[config.mk]
export PLATFORM = sky130hd
export DESIGN_NAME = hazard_unit_mc
export DESIGN_NICKNAME = d
export VERILOG_FILES = /design/src/rtl/hazard_pkg.sv /design/src/rtl/hazard_div_tracker.sv /design/src/rtl/hazard_unit_mc.sv
export SDC_FILE = /design/constraint.sdc
export NUM_CORES = 1
export LEC_CHECK = 0
export BUFFER_PORTS_ARGS = -buffer_cell sky130_fd_sc_hd__buf_2
export CELL_PAD_IN_SITES_DETAIL_PLACEMENT = 0
export CELL_PAD_IN_SITES_GLOBAL_PLACEMENT = 1
export CORE_ASPECT_RATIO = 1.4
export CORE_MARGIN = 2
export CORE_UTILIZATION = 30
export DETAILED_ROUTE_END_ITERATION = 8
export GPL_ROUTABILITY_DRIVEN = 0
export GPL_TIMING_DRIVEN = 1
export PLACE_DENSITY = 0.83
export SYNTH_ARGS = -nofsm -noshare
export SYNTH_HDL_FRONTEND = slang
export SYNTH_SLANG_ARGS = --single-unit
[constraint.sdc]
create_clock -name clk -period 2.8 [get_ports clk]
set_input_delay 0.14 -clock clk [delete_from_list [all_inputs] [get_ports clk]]
set_output_delay 0.14 -clock clk [all_outputs]
set_load 0.01 [all_outputs]
[src/rtl/hazard_pkg.sv]
// Shared encodings and helpers for the multi-cycle hazard/forwarding controller.
package hazard_pkg;

    localparam logic [1:0] FWD_RF = 2'b00;
    localparam logic [1:0] FWD_W  = 2'b01;
    localparam logic [1:0] FWD_M  = 2'b10;

    localparam int unsigned DIV_LAT_DEFAULT = 8;

    typedef enum logic [1:0] {
        MEM_IDLE = 2'd0,
        MEM_WAIT = 2'd1,
        MEM_ERR  = 2'd2
    } mem_state_t;

    // Width of the divider latency down-counter: it must hold DIV_LAT itself.
    function automatic int unsigned divCntWidth(input int unsigned divLat);
        return $clog2(divLat + 1);
    endfunction

endpackage

[src/rtl/hazard_div_tracker.sv]
// Divider busy tracker: busy for exactly DIV_LAT cycles after an accepted start.
module hazard_div_tracker
    import hazard_pkg::*;
#(
    parameter int unsigned DIV_LAT = DIV_LAT_DEFAULT
) (
    input  logic clk,
    input  logic rst_n,
    input  logic start,
    output logic busy
);

    localparam int unsigned DIV_CNT_W = divCntWidth(DIV_LAT);

    logic [DIV_CNT_W-1:0] remaining;

    // A start while busy simply reloads the full latency.
    always_ff @(posedge clk) begin
        if (!rst_n) begin
            remaining <= '0;
            busy      <= 1'b0;
        end else if (start) begin
            remaining <= DIV_CNT_W'(DIV_LAT);
            busy      <= 1'b1;
        end else if (remaining != '0) begin
            remaining <= remaining - DIV_CNT_W'(1);
            busy      <= (remaining != DIV_CNT_W'(1));
        end
    end

endmodule

[src/rtl/hazard_unit_mc.sv]
// Hazard/forwarding controller for the 5-stage MIPS pipeline with multi-cycle resources.
// Optional perf counters enabled by defining HAZARD_PERF_EN.
module hazard_unit_mc
    import hazard_pkg::*;
#(
    parameter int unsigned REG_W       = 5,
    parameter int unsigned DIV_LAT     = 8,
    parameter int unsigned MEM_TIMEOUT = 16,
    parameter int unsigned CNT_W       = 32
) (
    input  logic             clk,
    input  logic             rst_n,
    input  logic [REG_W-1:0] rsD,
    input  logic [REG_W-1:0] rtD,
    input  logic [REG_W-1:0] rsE,
    input  logic [REG_W-1:0] rtE,
    input  logic [REG_W-1:0] writeregE,
    input  logic [REG_W-1:0] writeregM,
    input  logic [REG_W-1:0] writeregW,
    input  logic             regwriteE,
    input  logic             regwriteM,
    input  logic             regwriteW,
    input  logic             memtoregE,
    input  logic             memtoregM,
    input  logic             branchD,
    input  logic             memreqM,
    input  logic             dmem_ready,
    input  logic             divstartE,
    input  logic             mfhiloD,
    output logic [1:0]       forwardaE,
    output logic [1:0]       forwardbE,
    output logic             forwardaD,
    output logic             forwardbD,
    output logic             stallF,
    output logic             stallD,
    output logic             stallE,
    output logic             stallM,
    output logic             flushE,
    output logic             div_busy,
    output logic             mem_err,
    output logic [CNT_W-1:0] stall_cycles,
    output logic [CNT_W-1:0] flush_count
);

    localparam int unsigned MEM_CNT_W = $clog2(MEM_TIMEOUT);
    localparam logic [MEM_CNT_W-1:0] MEM_LAST = MEM_CNT_W'(MEM_TIMEOUT - 1);

    mem_state_t           memState;
    logic [MEM_CNT_W-1:0] waitCnt;
    logic                 memStall;
    logic                 lwStall;
    logic                 brStall;
    logic                 divStall;
    logic                 depStall;
    logic                 divAccept;

    // Forwarding selects; M wins over W and register 0 never forwards.
    always_comb begin
        forwardaE = FWD_RF;
        forwardbE = FWD_RF;
        forwardaD = 1'b0;
        forwardbD = 1'b0;
        if (rst_n) begin
            if (rsE != '0 && regwriteM && writeregM == rsE)      forwardaE = FWD_M;
            else if (rsE != '0 && regwriteW && writeregW == rsE) forwardaE = FWD_W;
            if (rtE != '0 && regwriteM && writeregM == rtE)      forwardbE = FWD_M;
            else if (rtE != '0 && regwriteW && writeregW == rtE) forwardbE = FWD_W;
            forwardaD = (rsD != '0) && regwriteM && (writeregM == rsD);
            forwardbD = (rtD != '0) && regwriteM && (writeregM == rtD);
        end
    end

    always_comb begin
        lwStall  = 1'b0;
        brStall  = 1'b0;
        divStall = 1'b0;
        memStall = 1'b0;
        if (rst_n) begin
            lwStall = memtoregE && (writeregE != '0)
                   && (writeregE == rsD || writeregE == rtD);
            brStall = branchD
                   && ((regwriteE && (writeregE != '0) && (writeregE == rsD || writeregE == rtD))
                    || (memtoregM && (writeregM != '0) && (writeregM == rsD || writeregM == rtD)));
            divStall = mfhiloD && (div_busy || divstartE);
            memStall = memreqM && !dmem_ready && (memState != MEM_ERR);
        end
    end

    // A memory wait freezes the whole front of the pipe; E is held rather than bubbled.
    always_comb begin
        depStall = lwStall || brStall || divStall;
        stallF   = memStall || depStall;
        stallD   = memStall || depStall;
        stallE   = memStall;
        stallM   = memStall;
        flushE   = depStall && !memStall;
    end

    always_ff @(posedge clk) begin
        if (!rst_n) begin
            memState <= MEM_IDLE;
            waitCnt  <= '0;
            mem_err  <= 1'b0;
        end else begin
            case (memState)
                MEM_IDLE: begin
                    if (memStall) begin
                        memState <= MEM_WAIT;
                        waitCnt  <= MEM_CNT_W'(1);
                    end
                end
                MEM_WAIT: begin
                    if (dmem_ready) begin
                        memState <= MEM_IDLE;
                        waitCnt  <= '0;
                    end else if (waitCnt == MEM_LAST) begin
                        memState <= MEM_ERR;
                        mem_err  <= 1'b1;
                    end else begin
                        waitCnt <= waitCnt + MEM_CNT_W'(1);
                    end
                end
                MEM_ERR: begin
                    mem_err <= 1'b1;
                end
                default: begin
                    memState <= MEM_IDLE;
                    waitCnt  <= '0;
                end
            endcase
        end
    end

    assign divAccept = divstartE && !stallE;

    hazard_div_tracker #(
        .DIV_LAT(DIV_LAT)
    ) u_div_tracker (
        .clk  (clk),
        .rst_n(rst_n),
        .start(divAccept),
        .busy (div_busy)
    );

`ifdef HAZARD_PERF_EN
    always_ff @(posedge clk) begin
        if (!rst_n) begin
            stall_cycles <= '0;
            flush_count  <= '0;
        end else begin
            if (stallF) stall_cycles <= stall_cycles + CNT_W'(1);
            if (flushE) flush_count  <= flush_count + CNT_W'(1);
        end
    end
`else
    assign stall_cycles = '0;
    assign flush_count  = '0;
`endif

endmodule

==> impl_metrics.env, run 1 <==
export IMPL_p_comb_share_pct=43.2
export IMPL_synthArstFlopShare_pct=0
export IMPL_firstDrtPassIters=4
export IMPL_power_switching_w=0.0002308
export IMPL_ys_top_cells_by_area="buf_4 29%, dfxtp_1 14%, xnor2_1 13%"
export IMPL_wl_per_cell_um=10.71
export IMPL_swShare_pct=37.05
export IMPL_drc=0
export IMPL_netlist_top_cells_count="69 x buf_4, 27 x xnor2_1, 16 x xor2_1"
export IMPL_post_cts_buffers=0
export IMPL_min_from="divstartE"
export IMPL_p_per_area_nw_per_um2=334.7
export IMPL_yosysWarnings=0
export IMPL_yosysMostFrequentCell="buf_4"
export IMPL_syn_inst=220
export IMPL_top_layer="met4"
export IMPL_clock_path_buffers=2
export IMPL_die_w_um=68.67
export IMPL_drv_slew=0
export IMPL_nets=324
export IMPL_initial_core_util_pct=30.61
export IMPL_max_freq_ghz=0.6163
export IMPL_fin_crit_ns=1.622
export IMPL_cp_arrival_ns=1.48
export IMPL_io_buffers=59
export IMPL_pin_count=124
export IMPL_rsz0062_at_grt="false"
export IMPL_cap_violations=0
export IMPL_fin_crit_sh_pct=57.95
export IMPL_setup_tns_ns=0
export IMPL_dieArea_um2=6492
export IMPL_hold_path_class="in2reg"
export IMPL_synth_edf_count=0
export IMPL_cts_hold_buf=0
export IMPL_met1_length_um=1320
export IMPL_vdd_drop_max_v=0.0003269
export IMPL_route_vias_total=1474
export IMPL_yosysTopAreaCell="buf_4"
export IMPL_path_class="in2out"
export IMPL_wl_um=3653
export IMPL_synth_distinct_cells=44
export IMPL_internal_power_w=0.0003922
export IMPL_wl_met3_um=381
export IMPL_grt_max_degree=19
export IMPL_drt_iter0_drc=13
export IMPL_final_setup_viol_count=0
export IMPL_fin_skew_ns=0.0001867
export IMPL_endpoint_kind="primary output"
export IMPL_reg2reg_from="memState[0]"
export IMPL_fin_util_pct=32.44
export IMPL_antenna_found_initial=0
export IMPL_clock_sinks=12
export IMPL_reg2reg_depth=7
export IMPL_grt_pass1_wl_um=5768
export IMPL_cts_root_buf="clkbuf_8"
export IMPL_core_um2=5739
export IMPL_fill_cells=632
export IMPL_critPathLaunch="rsE[1]"
export IMPL_grtUsageTotal_pct=11.33
export IMPL_worstPathMaxFanout=3
export IMPL_antenna_left=0
export IMPL_power_leakage_nw=0.9068
export IMPL_grt_pass1_vias=1339
export IMPL_rows=33
export IMPL_hold_end="u_div_tracker.remaining[3]"
export IMPL_ff2ff_setup_slack_ns=1.27
export IMPL_seq_area_frac_synth_pct=13.68
export IMPL_postSynthAreaPerCell_um2=7.985
export IMPL_worst_skew_pair_late_latency_ns=0.24
export IMPL_critPathRequiredTime_ns=2.66
export IMPL_synth_top_area_share_pct=29.49
export IMPL_area_delta_synth_final_pct=5.983
export IMPL_cp_start_kind="primary input"
export IMPL_dp_hpwl_um=3205
export IMPL_drive_gt1_share_pct=24.72
export IMPL_hold_viol=0
export IMPL_power_frac_clock_pct=25.1
export IMPL_met2WireLength_um=1897
export IMPL_htree_levels=1
export IMPL_grt_overflow=0
export IMPL_hold_path_depth=3
export IMPL_syn_area_um2=1757
export IMPL_run_status="complete, no violations"
export IMPL_die_y_um=94.54
export IMPL_cts_buffers=3
export IMPL_clk_pin_slew_ns=0.05
export IMPL_vias_per_cell=4.323
export IMPL_r2r_end="waitCnt[3]"
export IMPL_cts_tree="done"
export IMPL_seqPwrFrac_pct=31.7
export IMPL_cts_resized=0
export IMPL_diodes=0
export IMPL_ys_ff_latch=12
export IMPL_synth_main_ff_cell="dfxtp_1"
-- state kept, by name, indices dropped and copies added, names as in the netlist --
name and cells:
mem_err 1, memState 2, u_div_tracker.remaining 4, u_div_tracker.busy 1, waitCnt 4
-- cells in the final DEF, fill, tap and decap left out, types with 2 or more instances in the layout --
cell type / instances
a21boi_1: 2
a21oi_1: 2
a31oi_1: 2
and2_1: 3
and3_1: 2
buf_2: 59
clkbuf_8: 3
conb_1: 64
dfxtp_1: 12
ha_1: 4
inv_1: 3
nand2_1: 7
nand2b_1: 3
nand3_1: 5
nand3b_1: 2
nand4_1: 5
nor2_1: 9
nor3_1: 6
nor4_1: 4
o21a_1: 4
o21ai_0: 3
o21ai_1: 2
or3_1: 2
or4_1: 4
xnor2_1: 27
xor2_1: 16
-- cell type report --
class | instances | area [um^2] | area share (%)
Multi-Input combinational cell | 193 | 1182 | 63.51
Timing Repair Buffer | 59 | 295.3 | 15.86
Sequential cell | 12 | 240.2 | 12.90
Tap cell | 70 | 87.58 | 4.704
Clock buffer | 3 | 41.29 | 2.218
Inverter | 4 | 15.01 | 0.8064
-- through the flow --
stage / setup WS [ns] / instances / total power, W / instance area (um^2) / hold WS (ns)
2_1_floorplan: 1.264 / 283 / 0.0004592 / 1993 / 0.3143
3_3_place_gp: 1.172 / 338 / 0.0004647 / 1821 / 0.4422
3_5_place_dp: 1.158 / 338 / 0.0004699 / 1821 / 0.4482
4_1_cts: 1.149 / 341 / 0.0006272 / 1862 / 0.1940
5_1_grt: 1.054 / 341 / 0.0006733 / 1862 / 0.2415
6_report: 1.178 / 341 / 0.0006231 / 1862 / 0.1955
-- cells by family after synthesis --
| kind of cell | Yosys count | synth area share [%] |
|---|---|---|
| buffers and inverters | 78 | 32.48 |
| other | 1 | 0.2135 |
| AND/OR/NAND/NOR | 57 | 18.59 |
| multiplexers | 1 | 0.5698 |
| AO/OA/AOI/OAI | 24 | 10.19 |
| XOR/XNOR | 43 | 21.44 |
| adder cells (fa/ha/maj) | 4 | 2.849 |
| flip-flops | 12 | 13.68 |
-- metal layers --
metal / vias to the layer above / global-route usage, %
met3: 7 / 1.669
met5: - / 0
met1: 663 / 11.79
li1: 717 / -
met4: 0 / 4.333
met2: 87 / 21.71
-- power by group through the flow --
stage	Sequential (W)	Clock [W]	Combinational (W)
after floorplan	0.000199	0	0.000260
after global placement	0.000201	0	0.000264
after detailed placement	0.000201	0	0.000269
after CTS	0.000198	0.000159	0.000270
after global routing	0.000200	0.000167	0.000307
final	0.000198	0.000156	0.000269
-- worst max-delay path, cell delays in order --
cell	delay, ns
buf_2	0.13
or4_1	0.51
nor2_1	0.15
nor4_1	0.09
nor4_1	0.28
buf_2	0.19
-- worst max path at each step --
stage	end	cells past startpoint
3_5_place_dp	forwardaE[0]	6
6_report	forwardaE[0]	6
4_1_cts	forwardaE[0]	6
5_1_grt	forwardaE[0]	6
3_3_place_gp	forwardaE[0]	6
2_1_floorplan	stallF	6
(Power assumes the default switching activity.)
==> run 2: changes to the inputs <==
CORE_UTILIZATION = 28   (was 30)
PLACE_DENSITY = 0.78   (was 0.83)
clock period = 1.6 ns   (was 2.8 ns; I/O delays follow)
==> run 2 against run 1 <==
  * Critical path depth down 2
  * Sequential share of layout area down 0.35 points
  * Clock power up 110%
  * Design area up 2.8%
  * Sequential power up 74%
  * Clock skew up 0.0018 ns
  * Register-to-register slack worse by 1.1 ns
  * Cell count up 2.1%
  * Non-clock buffer count up 4
  * Combinational power up 76%
  * Critical path type is now reg2out
==> impl_metrics.env, run 2 (synthesis results as in run 1) <==
export IMPL_diodes=0
export IMPL_reg_largest_list="u_div_tracker.remaining: 4 flops, waitCnt: 4 flops, memState: 2 flops"
export IMPL_antenna_found_initial=0
export IMPL_htree_levels=1
export IMPL_fin_util_pct=31.23
export IMPL_reg2reg_depth=7
export IMPL_drv_slew=0
export IMPL_rsz0062_at_grt="false"
export IMPL_path_class="reg2out"
export IMPL_area_delta_synth_final_pct=8.903
export IMPL_dp_hpwl_um=3321
export IMPL_whs_ns=0.1431
export IMPL_min_from="divstartE"
export IMPL_cts_tree="done"
export IMPL_p_per_area_nw_per_um2=594.7
export IMPL_critPathRequiredTime_ns=1.52
export IMPL_critPathLaunch="u_div_tracker.busy"
export IMPL_power_leakage_nw=0.9330
export IMPL_clock_path_buffers=2
export IMPL_grtUsageTotal_pct=10.68
export IMPL_mostFrequentLayoutCells="64 x conb_1, 59 x buf_2, 27 x xnor2_1"
export IMPL_worstPathMaxFanout=3
export IMPL_placed_area_um2=1853
export IMPL_firstDrtPassIters=4
export IMPL_final_area_um2=1913
export IMPL_pin_count=124
export IMPL_worstPathCellList="o21ai_0 > o221ai_2 > o21a_1 > buf_2"
export IMPL_fin_crit_sh_pct=93.14
export IMPL_slowest_delay_ns=0.34
export IMPL_die_w_um=70.94
export IMPL_dp_cells=344
export IMPL_instances_no_fill=348
export IMPL_hold_path_class="in2reg"
export IMPL_clk_pin_slew_ns=0.05
export IMPL_cts_buffers=3
export IMPL_core_um2=6126
export IMPL_drc=0
export IMPL_hold_viol=0
export IMPL_drive_gt1_share_pct=26.45
export IMPL_max_freq_ghz=0.6711
export IMPL_drt_iter0_drc=31
export IMPL_vdd_drop_max_v=0.0005036
export IMPL_nets=328
export IMPL_grt_max_degree=18
export IMPL_worst_skew_pair_late_latency_ns=0.23
export IMPL_cp_arrival_ns=1.41
export IMPL_ff2ff_setup_slack_ns=0.14
export IMPL_cp_start_kind="register"
export IMPL_grt_pass1_wl_um=6120
export IMPL_cpMaxStageDelayCell="o21ai_0"
export IMPL_hold_path_depth=3
export IMPL_wl_um=3688
export IMPL_grt_pass1_vias=1376
export IMPL_dieArea_um2=6932
export IMPL_r2r_end="waitCnt[3]"
export IMPL_antenna_left=0
export IMPL_rows=34
export IMPL_initial_core_util_pct=28.68
export IMPL_fin_skew_ns=0.002023
export IMPL_reg2reg_from="waitCnt[0]"
export IMPL_cts_root_buf="clkbuf_8"
export IMPL_vias_per_cell=4.147
export IMPL_endpoint_kind="primary output"
export IMPL_wl_per_cell_um=10.60
export IMPL_post_cts_buffers=0
export IMPL_io_buffers=59
export IMPL_run_status="complete, no violations"
export IMPL_layout_commonest_cell="conb_1"
export IMPL_cap_violations=0
export IMPL_setup_tns_ns=0
export IMPL_clock_sinks=12
export IMPL_final_setup_viol_count=0
export IMPL_fin_crit_ns=1.490
export IMPL_grt_overflow=0
export IMPL_route_vias_total=1443
export IMPL_die_y_um=97.72
export IMPL_hold_end="u_div_tracker.remaining[3]"
run 2: layer usage:
metal	vias up	part of all wire, %	global-route usage [%]	wire length, um
met3	2	9.8	2.178	362
li1	719	-	-	-
met1	640	37	12.10	1365
met2	82	53	19.91	1946
met4	0	0.35	2.758	13
met5	-	0	0	0
run 2: area by class of cell:
type                            count  area, um^2
Clock buffer                        4       55.05
Fill cell                         673        4213
Inverter                            4       15.01
Multi-Input combinational cell    193        1187
Sequential cell                    12       240.2
Tap cell                           72       90.09
Timing Repair Buffer               63       325.3
run 2: what timing repair did:
action | 4_1_cts | 5_1_grt
resized for setup | 0 | 1
hold buffers | 0 | 0
endpoints found under the setup margin | 0 | 3
run 2: where the power goes:
part / total, W / internal (W) / switching, W / leakage (nW)
registers: 0.000344 / 0.000324 / 0.0000199 / 0.0980
clock network: 0.000321 / 0.000217 / 0.000104 / 0.0288
logic: 0.000473 / 0.000200 / 0.000273 / 0.806
total: 0.00114 / 0.000741 / 0.000397 / 0.933
run 2: worst max path at each step:
stage                   endpoint  slack, ns  depth (start not counted)
floorplan                 stallF       0.18                          6
global placement    forwardaE[0]       0.11                          6
detailed placement        flushE       0.10                          8
CTS                       flushE       0.11                          8
global route              stallD      0.003                          4
finish                    stallD       0.11                          4
run 2: per-stage QoR:
stage / setup WS [ns] / power [W]
CTS: 0.1063 / 0.001153
global placement: 0.1125 / 0.0008200
global route: 0.002963 / 0.001239
finish: 0.1098 / 0.001138
floorplan: 0.1837 / 0.0008035
detailed placement: 0.1025 / 0.0008249
run 2: critical path: cells and delay by family (launching register included):
kind | cells | cell delay (ns)
flip-flops | 1 | 0.31
AO/OA/AOI/OAI | 3 | 0.72
buffers and inverters | 1 | 0.13
==> run 3: changes to the inputs <==
clock period = 1.7 ns   (was 1.6 ns; I/O delays follow)
==> run 3 against run 2 <==
  * Clock power decreased by 1%
  * Critical path depth increased by 3
  * Via count increased by 3.5%
  * Utilization decreased by 0.20 points
  * Flip-flop and latch count unchanged
  * Power decreased by 4.3%
  * Worst hold slack got worse by 0.0069 ns
  * Routed wire length increased by 2.1%
  * Design area decreased by 0.65%
  * Critical endpoint is now waitCnt[3]
==> impl_metrics.env, run 3 (synthesis results as in run 1) <==
export IMPL_cts_resized=0
export IMPL_initial_core_util_pct=28.68
export IMPL_pin_count=124
export IMPL_final_setup_viol_count=0
export IMPL_grt_overflow=0
export IMPL_path_buf_inv=0
export IMPL_route_vias_total=1493
export IMPL_io_buffers=59
export IMPL_dieArea_um2=6932
export IMPL_drv_slew=0
export IMPL_cts_tree="done"
export IMPL_fin_crit_ns=1.511
export IMPL_power_leakage_nw=0.9285
export IMPL_hold_path_class="in2reg"
export IMPL_rows=34
export IMPL_vdd_drop_max_v=0.0005093
export IMPL_critPathRequiredTime_ns=1.83
export IMPL_cp_top_family="simple AND/OR/NAND/NOR gates"
export IMPL_cp_start_kind="register"
export IMPL_slowest_delay_ns=0.33
export IMPL_fin_skew_ns=0.002849
export IMPL_die_w_um=70.94
export IMPL_cts_buffers=3
export IMPL_layout_commonest_cell="conb_1"
export IMPL_hold_viol=0
export IMPL_worst_skew_pair_late_latency_ns=0.24
export IMPL_die_y_um=97.72
export IMPL_clk_pin_slew_ns=0.06
export IMPL_path_class="reg2reg"
export IMPL_antenna_found_initial=0
export IMPL_nets=327
export IMPL_worstPathMaxFanout=4
export IMPL_clock_path_buffers=2
export IMPL_endpoint_kind="register"
export IMPL_grtUsageTotal_pct=10.20
export IMPL_antenna_left=0
export IMPL_cap_violations=0
export IMPL_grt_pass1_vias=1323
export IMPL_fill_cells=694
export IMPL_fin_crit_sh_pct=88.89
export IMPL_mostFrequentLayoutCells="64 x conb_1, 59 x buf_2, 27 x xnor2_1"
export IMPL_core_um2=6126
export IMPL_drive_gt1_share_pct=25.82
export IMPL_htree_levels=1
export IMPL_max_freq_ghz=0.6617
export IMPL_setup_tns_ns=0
export IMPL_reg_largest_list="u_div_tracker.remaining: 4 flops, waitCnt: 4 flops, memState: 2 flops"
export IMPL_cpMaxStageDelayCell="dfxtp_1"
export IMPL_setup_slack_ns=0.1888
export IMPL_whs_ns=0.1362
export IMPL_run_status="complete, no violations"
export IMPL_post_cts_buffers=0
export IMPL_grt_pass1_wl_um=5802
export IMPL_dp_hpwl_um=3339
export IMPL_wl_per_cell_um=10.85
export IMPL_p_per_area_nw_per_um2=572.8
export IMPL_rsz0062_at_grt="false"
export IMPL_firstDrtPassIters=4
export IMPL_clock_sinks=12
export IMPL_grt_max_degree=18
export IMPL_vias_per_cell=4.303
export IMPL_dpl_worst_slack_ns=0.1870
export IMPL_wl_um=3764
export IMPL_cts_root_buf="clkbuf_8"
export IMPL_diodes=0
export IMPL_cts_hold_buf=0
export IMPL_cp_arrival_ns=1.65
export IMPL_drc=0
export IMPL_worstPathCellList="ha_1 > and3_1 > nand3_1 > o21a_1 > nand4_1 > xor2_1 > nor2_1"
export IMPL_drt_iter0_drc=21
export IMPL_area_delta_synth_final_pct=8.191
-- run 3: worst paths after layout --
kind / start / endpoint / slack, ns / cells after the start
min: divstartE / u_div_tracker.remaining[3] / 0.14 / 3
max: waitCnt[0] / waitCnt[3] / 0.19 / 7
min reg2reg: mem_err / mem_err / 0.47 / 1
max reg2reg: waitCnt[0] / waitCnt[3] / 0.19 / 7
-- run 3: area by class of cell --
cell class / instances / area [um^2] / area share [%]
inverter: 4 / 15.01 / 0.7900
timing repair buffer: 62 / 317.8 / 16.72
multi-input combinational: 193 / 1182 / 62.21
sequential: 12 / 240.2 / 12.64
tap: 72 / 90.09 / 4.740
clock buffer: 4 / 55.05 / 2.897
-- run 3: metrics by stage --
step	power (W)	util, %	area, um^2	instances
2_1_floorplan	0.0007563	-	1993	283
3_3_place_gp	0.0007727	30.13	1846	343
3_5_place_dp	0.0007796	30.13	1846	343
4_1_cts	0.001099	31.03	1901	347
5_1_grt	0.001171	31.03	1901	347
6_report	0.001089	31.03	1901	347
-- run 3: per-layer routing --
metal  track usage, %  up-vias  part of all wire [%]
met5                0        -                     0
met2            18.62       97                    50
met1            11.34      667                    37
met3            1.763        9                    11
met4            4.354        0                   2.1
li1                 -      720                     -
-- run 3: worst reg2reg max path, stage by stage, from the launching register on --
cell	delay (ns)
dfxtp_1	0.33
ha_1	0.21
and3_1	0.20
nand3_1	0.13
o21a_1	0.19
nand4_1	0.12
xor2_1	0.17
nor2_1	0.05
-- run 3: power breakdown --
group	switching (W)	internal, W
Sequential	0.0000193	0.000305
Combinational	0.000259	0.000188
Clock	0.000112	0.000205
